===== src/rtl/pulse_indicator_driver_pkg.sv =====
// ---------------------------------------------------------------------------
// pulse_indicator_driver_pkg
// Shared types and elaboration-time helpers for the pulse indicator driver:
//   - state_e        : blink sequencer states (IDLE, ON, OFF)
//   - ms_to_cycles() : converts a millisecond duration into clock cycles
//   - width_for()    : bit width needed to hold values 0..max_val (min 1)
// ---------------------------------------------------------------------------
package pulse_indicator_driver_pkg;

  typedef enum logic [1:0] {
    IDLE = 2'd0,
    ON   = 2'd1,
    OFF  = 2'd2
  } state_e;

  // Cycles per millisecond first, so large clock rates do not overflow
  // before the multiply.
  function automatic longint ms_to_cycles(input longint freq, input longint ms);
    return (freq / 1000) * ms;
  endfunction

  function automatic int width_for(input longint max_val);
    if (max_val < 1) return 1;
    return $clog2(max_val + 1);
  endfunction

endpackage


===== src/rtl/pulse_indicator_driver_blink_timer.sv =====
// ---------------------------------------------------------------------------
// pulse_indicator_driver_blink_timer
// Loadable down-counter shared by the ON and OFF phases. A load takes
// priority; otherwise the count decrements until it reaches zero and then
// rests there.
// Ports:
//   clk        in   system clock, rising edge
//   rst_n      in   asynchronous active-low reset (count -> 0)
//   load       in   load load_value this cycle
//   load_value in   value to load (phase length minus one)
//   zero       out  count is zero (last cycle of the current phase)
// ---------------------------------------------------------------------------
module pulse_indicator_driver_blink_timer #(
  parameter int TW = 1
) (
  input  logic          clk,
  input  logic          rst_n,
  input  logic          load,
  input  logic [TW-1:0] load_value,
  output logic          zero
);

  logic [TW-1:0] timer_q;
  logic [TW-1:0] timer_d;

  always_comb begin
    timer_d = timer_q;
    if (load) begin
      timer_d = load_value;
    end else if (timer_q != '0) begin
      timer_d = timer_q - TW'(1);
    end
  end

  always_ff @(posedge clk or negedge rst_n) begin
    if (!rst_n) begin
      timer_q <= '0;
    end else begin
      timer_q <= timer_d;
    end
  end

  assign zero = (timer_q == '0);

endmodule


===== src/rtl/pulse_indicator_driver.sv =====
// ---------------------------------------------------------------------------
// pulse_indicator_driver
// Turns debounced event pulses into visible LED blinks: one ON_MS blink per
// event followed by an OFF_MS dark gap. Events arriving while a blink is in
// progress are queued in a saturating counter; an event that finds the
// counter full is dropped and latches the sticky overflow flag.
// Ports:
//   clk            in   system clock, rising edge
//   rst_n          in   asynchronous active-low reset
//   event_in       in   event request, only its rising edge counts
//   clear_overflow in   synchronous clear of overflow (a same-cycle drop wins)
//   led_out        out  registered LED drive, 1 = lit
//   busy           out  registered, 1 while blinking or in the dark gap
//   pending        out  registered count of queued, not yet started events
//   overflow       out  sticky flag, an event was dropped at saturation
// ---------------------------------------------------------------------------
module pulse_indicator_driver
  import pulse_indicator_driver_pkg::*;
#(
  parameter int CLK_FREQ     = 50000000,
  parameter int ON_MS        = 100,
  parameter int OFF_MS       = 100,
  parameter int PENDING_BITS = 4
) (
  input  logic                    clk,
  input  logic                    rst_n,
  input  logic                    event_in,
  input  logic                    clear_overflow,
  output logic                    led_out,
  output logic                    busy,
  output logic [PENDING_BITS-1:0] pending,
  output logic                    overflow
);

  localparam longint ON_CYC  = ms_to_cycles(longint'(CLK_FREQ), longint'(ON_MS));
  localparam longint OFF_CYC = ms_to_cycles(longint'(CLK_FREQ), longint'(OFF_MS));
  localparam longint MAX_CYC = (ON_CYC > OFF_CYC) ? ON_CYC : OFF_CYC;
  localparam int     TW      = width_for(MAX_CYC);

  localparam logic [TW-1:0] ON_LOAD  = TW'(ON_CYC - 1);
  localparam logic [TW-1:0] OFF_LOAD = TW'(OFF_CYC - 1);
  localparam logic [PENDING_BITS-1:0] PEND_MAX = '1;

  if (ON_CYC < 1) begin : g_on_cyc_check
    $error("pulse_indicator_driver: ON phase shorter than one clock cycle");
  end
  if (OFF_CYC < 1) begin : g_off_cyc_check
    $error("pulse_indicator_driver: OFF phase shorter than one clock cycle");
  end

  state_e                  state_q, state_d;
  logic                    ev_dly_q;
  logic [PENDING_BITS-1:0] pend_q, pend_d;
  logic                    ovf_q, ovf_d;
  logic                    led_q, led_d;
  logic                    busy_q, busy_d;

  logic                    rise;
  logic                    start;
  logic                    drop;
  logic                    tmr_load;
  logic [TW-1:0]           tmr_value;
  logic                    tmr_zero;

  // ev_dly_q resets to 1 so an input already high at reset release is not
  // mistaken for a fresh event.
  assign rise = event_in & ~ev_dly_q;

  pulse_indicator_driver_blink_timer #(
    .TW (TW)
  ) u_blink_timer (
    .clk        (clk),
    .rst_n      (rst_n),
    .load       (tmr_load),
    .load_value (tmr_value),
    .zero       (tmr_zero)
  );

  // Sequencer: a queued blink starts straight from the last OFF cycle, so
  // back-to-back blinks never pass through IDLE.
  always_comb begin
    state_d   = state_q;
    start     = 1'b0;
    tmr_load  = 1'b0;
    tmr_value = ON_LOAD;
    case (state_q)
      IDLE: begin
        if (pend_q != '0) begin
          state_d  = ON;
          start    = 1'b1;
          tmr_load = 1'b1;
        end
      end
      ON: begin
        if (tmr_zero) begin
          state_d   = OFF;
          tmr_load  = 1'b1;
          tmr_value = OFF_LOAD;
        end
      end
      OFF: begin
        if (tmr_zero) begin
          if (pend_q != '0) begin
            state_d  = ON;
            start    = 1'b1;
            tmr_load = 1'b1;
          end else begin
            state_d = IDLE;
          end
        end
      end
      default: begin
        state_d = IDLE;
      end
    endcase
    led_d  = (state_d == ON);
    busy_d = (state_d != IDLE);
  end

  // Queue: a rise and a start in the same cycle cancel out. A start only
  // happens with pend_q != 0, so the decrement cannot underflow.
  always_comb begin
    pend_d = pend_q;
    drop   = 1'b0;
    if (rise && !start) begin
      if (pend_q == PEND_MAX) begin
        drop = 1'b1;
      end else begin
        pend_d = pend_q + PENDING_BITS'(1);
      end
    end else if (!rise && start) begin
      pend_d = pend_q - PENDING_BITS'(1);
    end
    ovf_d = clear_overflow ? 1'b0 : ovf_q;
    if (drop) begin
      ovf_d = 1'b1;
    end
  end

  always_ff @(posedge clk or negedge rst_n) begin
    if (!rst_n) begin
      state_q  <= IDLE;
      ev_dly_q <= 1'b1;
      pend_q   <= '0;
      ovf_q    <= 1'b0;
      led_q    <= 1'b0;
      busy_q   <= 1'b0;
    end else begin
      state_q  <= state_d;
      ev_dly_q <= event_in;
      pend_q   <= pend_d;
      ovf_q    <= ovf_d;
      led_q    <= led_d;
      busy_q   <= busy_d;
    end
  end

  assign led_out  = led_q;
  assign busy     = busy_q;
  assign pending  = pend_q;
  assign overflow = ovf_q;

endmodule

===== config.mk =====
export PLATFORM = sky130hd
export DESIGN_NAME = pulse_indicator_driver
export DESIGN_NICKNAME = d
export VERILOG_FILES = /design/src/rtl/pulse_indicator_driver_pkg.sv /design/src/rtl/pulse_indicator_driver_blink_timer.sv /design/src/rtl/pulse_indicator_driver.sv
export SDC_FILE = /design/constraint.sdc
export NUM_CORES = 1
export LEC_CHECK = 0
export ABC_AREA = 1
export BUFFER_PORTS_ARGS = -buffer_cell sky130_fd_sc_hd__buf_2
export CAP_MARGIN = 20
export CORE_AREA = 2 2 42 82
export DETAILED_ROUTE_END_ITERATION = 8
export DIE_AREA = 0 0 44 84
export PLACE_DENSITY = 0.9
export SYNTH_ARGS = -nofsm -noshare
export SYNTH_HDL_FRONTEND = slang
export SYNTH_SLANG_ARGS = --single-unit

===== constraint.sdc =====
create_clock -name clk -period 3.8 [get_ports clk]
set_input_delay 0.38 -clock clk [delete_from_list [all_inputs] [get_ports clk]]
set_output_delay 0.38 -clock clk [all_outputs]
set_load 0.02 [all_outputs]

==> metrics.txt <==
gr usage total 0.286; Cell variety after synth 36; vias in the first global route 1,710; CTS Sinks 33; top cell family by delay on the critical path simple AND/OR/NAND/NOR gates; dpl ws between 1 and 1.5 ns; 1st-iter DRT viols between 60 and 70; Yosys top cell area share 0.426; routed wl met3 between 200 and 250 um; Post-Layout Inst Area roughly 0.0020 sq mm; TNS Setup 0 ns; Worst path most repeated cell nand2_1; Fill cells approximately 250; placed cell area between 0.0015 and 0.002 sq mm; Final HPWL DP 3260 um; RSZ-0062 raised after global routing no; DIE HEIGHT 84 um; htree depth 2; worst stage delay on the critical path 0.40 ns; Syn Std Cell Area 0.00188 sq mm; routed length per instance around 17 um; Detailed Route WL between 4000 and 5000 um; leakage power figure roughly 0.89 nW; highest clock rate 0.365 GHz; Critical Path AT ~2.9 ns; Synth Area per Inst 8.40 sq um; worst min-delay path category input pin to async pin; Crit Path Class register to register; share of cells above drive strength 1 0.183; Pwr Density approximately 420 mW/mm^2; # diodes 0; post-CTS setup buffer count 0; synth cell count leaders nor2_1, nand2_1, dfrtp_1, inv_1, nand3_1; most frequent cell after synthesis nor2_1; sequential fraction of the synthesis area 0.439; CTS resizes 0; max-slew violation count 0; number of synthesized flops with an enable pin 0; root buffer cell clkbuf_8; Final Hold Fails 0; routed vias/inst ~6.1; crit path capture type register; Post-synth top flop dfrtp_1; Final period util 0.720; Worst-path clk slew about 0.07 ns; cell row count 29; largest cells by area after synthesis dfrtp_1, nor2_1, nand2_1; highest metal used met4; cell chain of the critical path inv_1 > ha_1 > nand2_4 > nor2_8 > nand3_4 > nand2_2 > nand2_2 > nand2_2 > ha_1 > nand2_1 > nand2_1 > a31oi_1 > inv_1 > nand2_1 > nand3_1 > nand2_1 > nand2_1; antenna violations before repair 0; pin count of the biggest net entering global routing 34; Core ar. ~0.0031 sq mm; Die X roughly 44 um; worst slew pin tran about 0.72 ns; grt ovf 0; Final Skew just under 0.008 ns; Setup violations, final 0; drt first pass iters 7; Mapped Cells 224; initial core utilization 0.603; global-route wire length before repair roughly 7700 um; Power Total approximately 0.00087 W; worst-path maximum fanout 12; WP buf/inv 2; Max transition margin 0.522; Final WS setup 1.06 ns; run status completed; min cycle time layout about 2.7 ns; Metal-1 WL 1510 um; Longest Clk Path Bufs 2; # IOs 11; Clock Latency Late Sink slightly below 0.3 ns; Worst VDD drop around 0.48 mV; syn nets 232; CTS tree yes; detailed-route via count between 1.5k and 2k; buffers added on ports 10; Critical Path Slowest Stage Cell dfrtp_1; Worst Path Required approximately 4.0 ns; Async S/R FF share, synth 1.00; Residual DRC 0; max-capacitance violation count 0; Routed Antenna Nets 0; cts bufs inserted 5; Critical Path Source Type register; cts hold-fix bufs 0; DIE AREA ~0.0037 sq mm; met2 WL ~2500 um; Ys Warns 0; Nets between 200 and 250; post-synth top area cell dfrtp_1; Yosys reg bits 33; Syn-to-layout area delta 8.91%; GPL Wtd Cong 0.915
final timing paths:
| path | depth (start not counted) | endpoint | slack (ns) | from |
|---|---|---|---|---|
| setup / recovery | 17 | pending[3] | 1.06 | u_blink_timer.timer_q[0] |
| hold / removal | 1 | u_blink_timer.timer_q[7] | 0.14 | rst_n |
| setup reg to reg | 17 | pending[3] | 1.06 | u_blink_timer.timer_q[0] |
| hold reg to reg | 2 | overflow | 0.54 | overflow |
| max in group asynchronous | 1 | u_blink_timer.timer_q[16] | 3.19 | rst_n |
| min in group clk | 1 | ev_dly_q | 0.20 | event_in |
metal layers:
layer,track usage,vias to the layer above
li1,-,756
met1,0.283,781
met2,0.485,74
met3,0.0606,37
met4,0.215,0
met5,0,-
power by group:
part	internal, W	switching, W	leakage (nW)	total, W
registers	0.000374	0.0000388	0.376	0.000413
logic	0.0000606	0.000101	0.464	0.000162
clock network	0.000164	0.000127	0.0542	0.000291
layout make-up:
class	count	area [sq um]	area share
clock buffer	7	96.3	0.0470
clock inverter	1	5.00	0.00244
inverter	27	103	0.0501
multi-input combinational	162	930	0.454
sequential	33	827	0.404
tap	31	38.8	0.0189
timing repair buffer	10	50.0	0.0244
worst register-to-register path: cells and delay by family (launching register included):
kind	cells	cell delay, ns
buffers and inverters	2	0.19
adder cells (fa/ha/maj)	2	0.59
AND/OR/NAND/NOR	12	1.28
AO/OA/AOI/OAI	1	0.18
flip-flops	1	0.40
stage by stage:
step                std cells  hold slack (ns)  utilization
floorplan                 224           0.0844            -
global placement          263            0.471        0.624
detailed placement        263            0.476        0.624
CTS                       271            0.173        0.657
global route              271            0.202        0.657
finish                    271            0.138        0.657
cell families after synthesis:
group | synth area share
DFF | 0.439
adders and majority gates | 0.0306
AOI/OAI and AO/OA | 0.0718
and+or+nand+nor | 0.350
xor gates and xnor gates | 0.0419
buffers and inverters | 0.0665
state kept, by name, indices dropped and copies added (netlist names):
name,count
u_blink_timer.timer_q,23
state_q,2
busy,1
overflow,1
ev_dly_q,1
pending,4
led_out,1
layout by cell type (no fill, tap or decap), types with 2 or more instances in the layout:
master / synthesis / routed
nor2_1: 39 / 39
nand2_1: 37 / 37
dfrtp_1: 32 / 32
inv_1: 23 / 23
nand3_1: 12 / 12
buf_2: 0 / 10
nand2_2: 7 / 7
o21ai_0: 7 / 7
nor3_1: 7 / 7
clkbuf_8: 0 / 7
nand4_1: 5 / 5
xnor2_1: 5 / 5
a21oi_1: 5 / 5
o211ai_1: 4 / 4
xor2_1: 4 / 4
nor2_2: 3 / 3
inv_2: 3 / 3
ha_1: 3 / 3
nor2_4: 2 / 2
nand2_4: 2 / 2
a31oi_1: 2 / 2
o21ai_1: 2 / 2
clkinv_2: 1 / 2
nor4_1: 2 / 2
nand3_2: 2 / 2
nor3b_1: 2 / 2
Power figures use the tool's default switching activity.
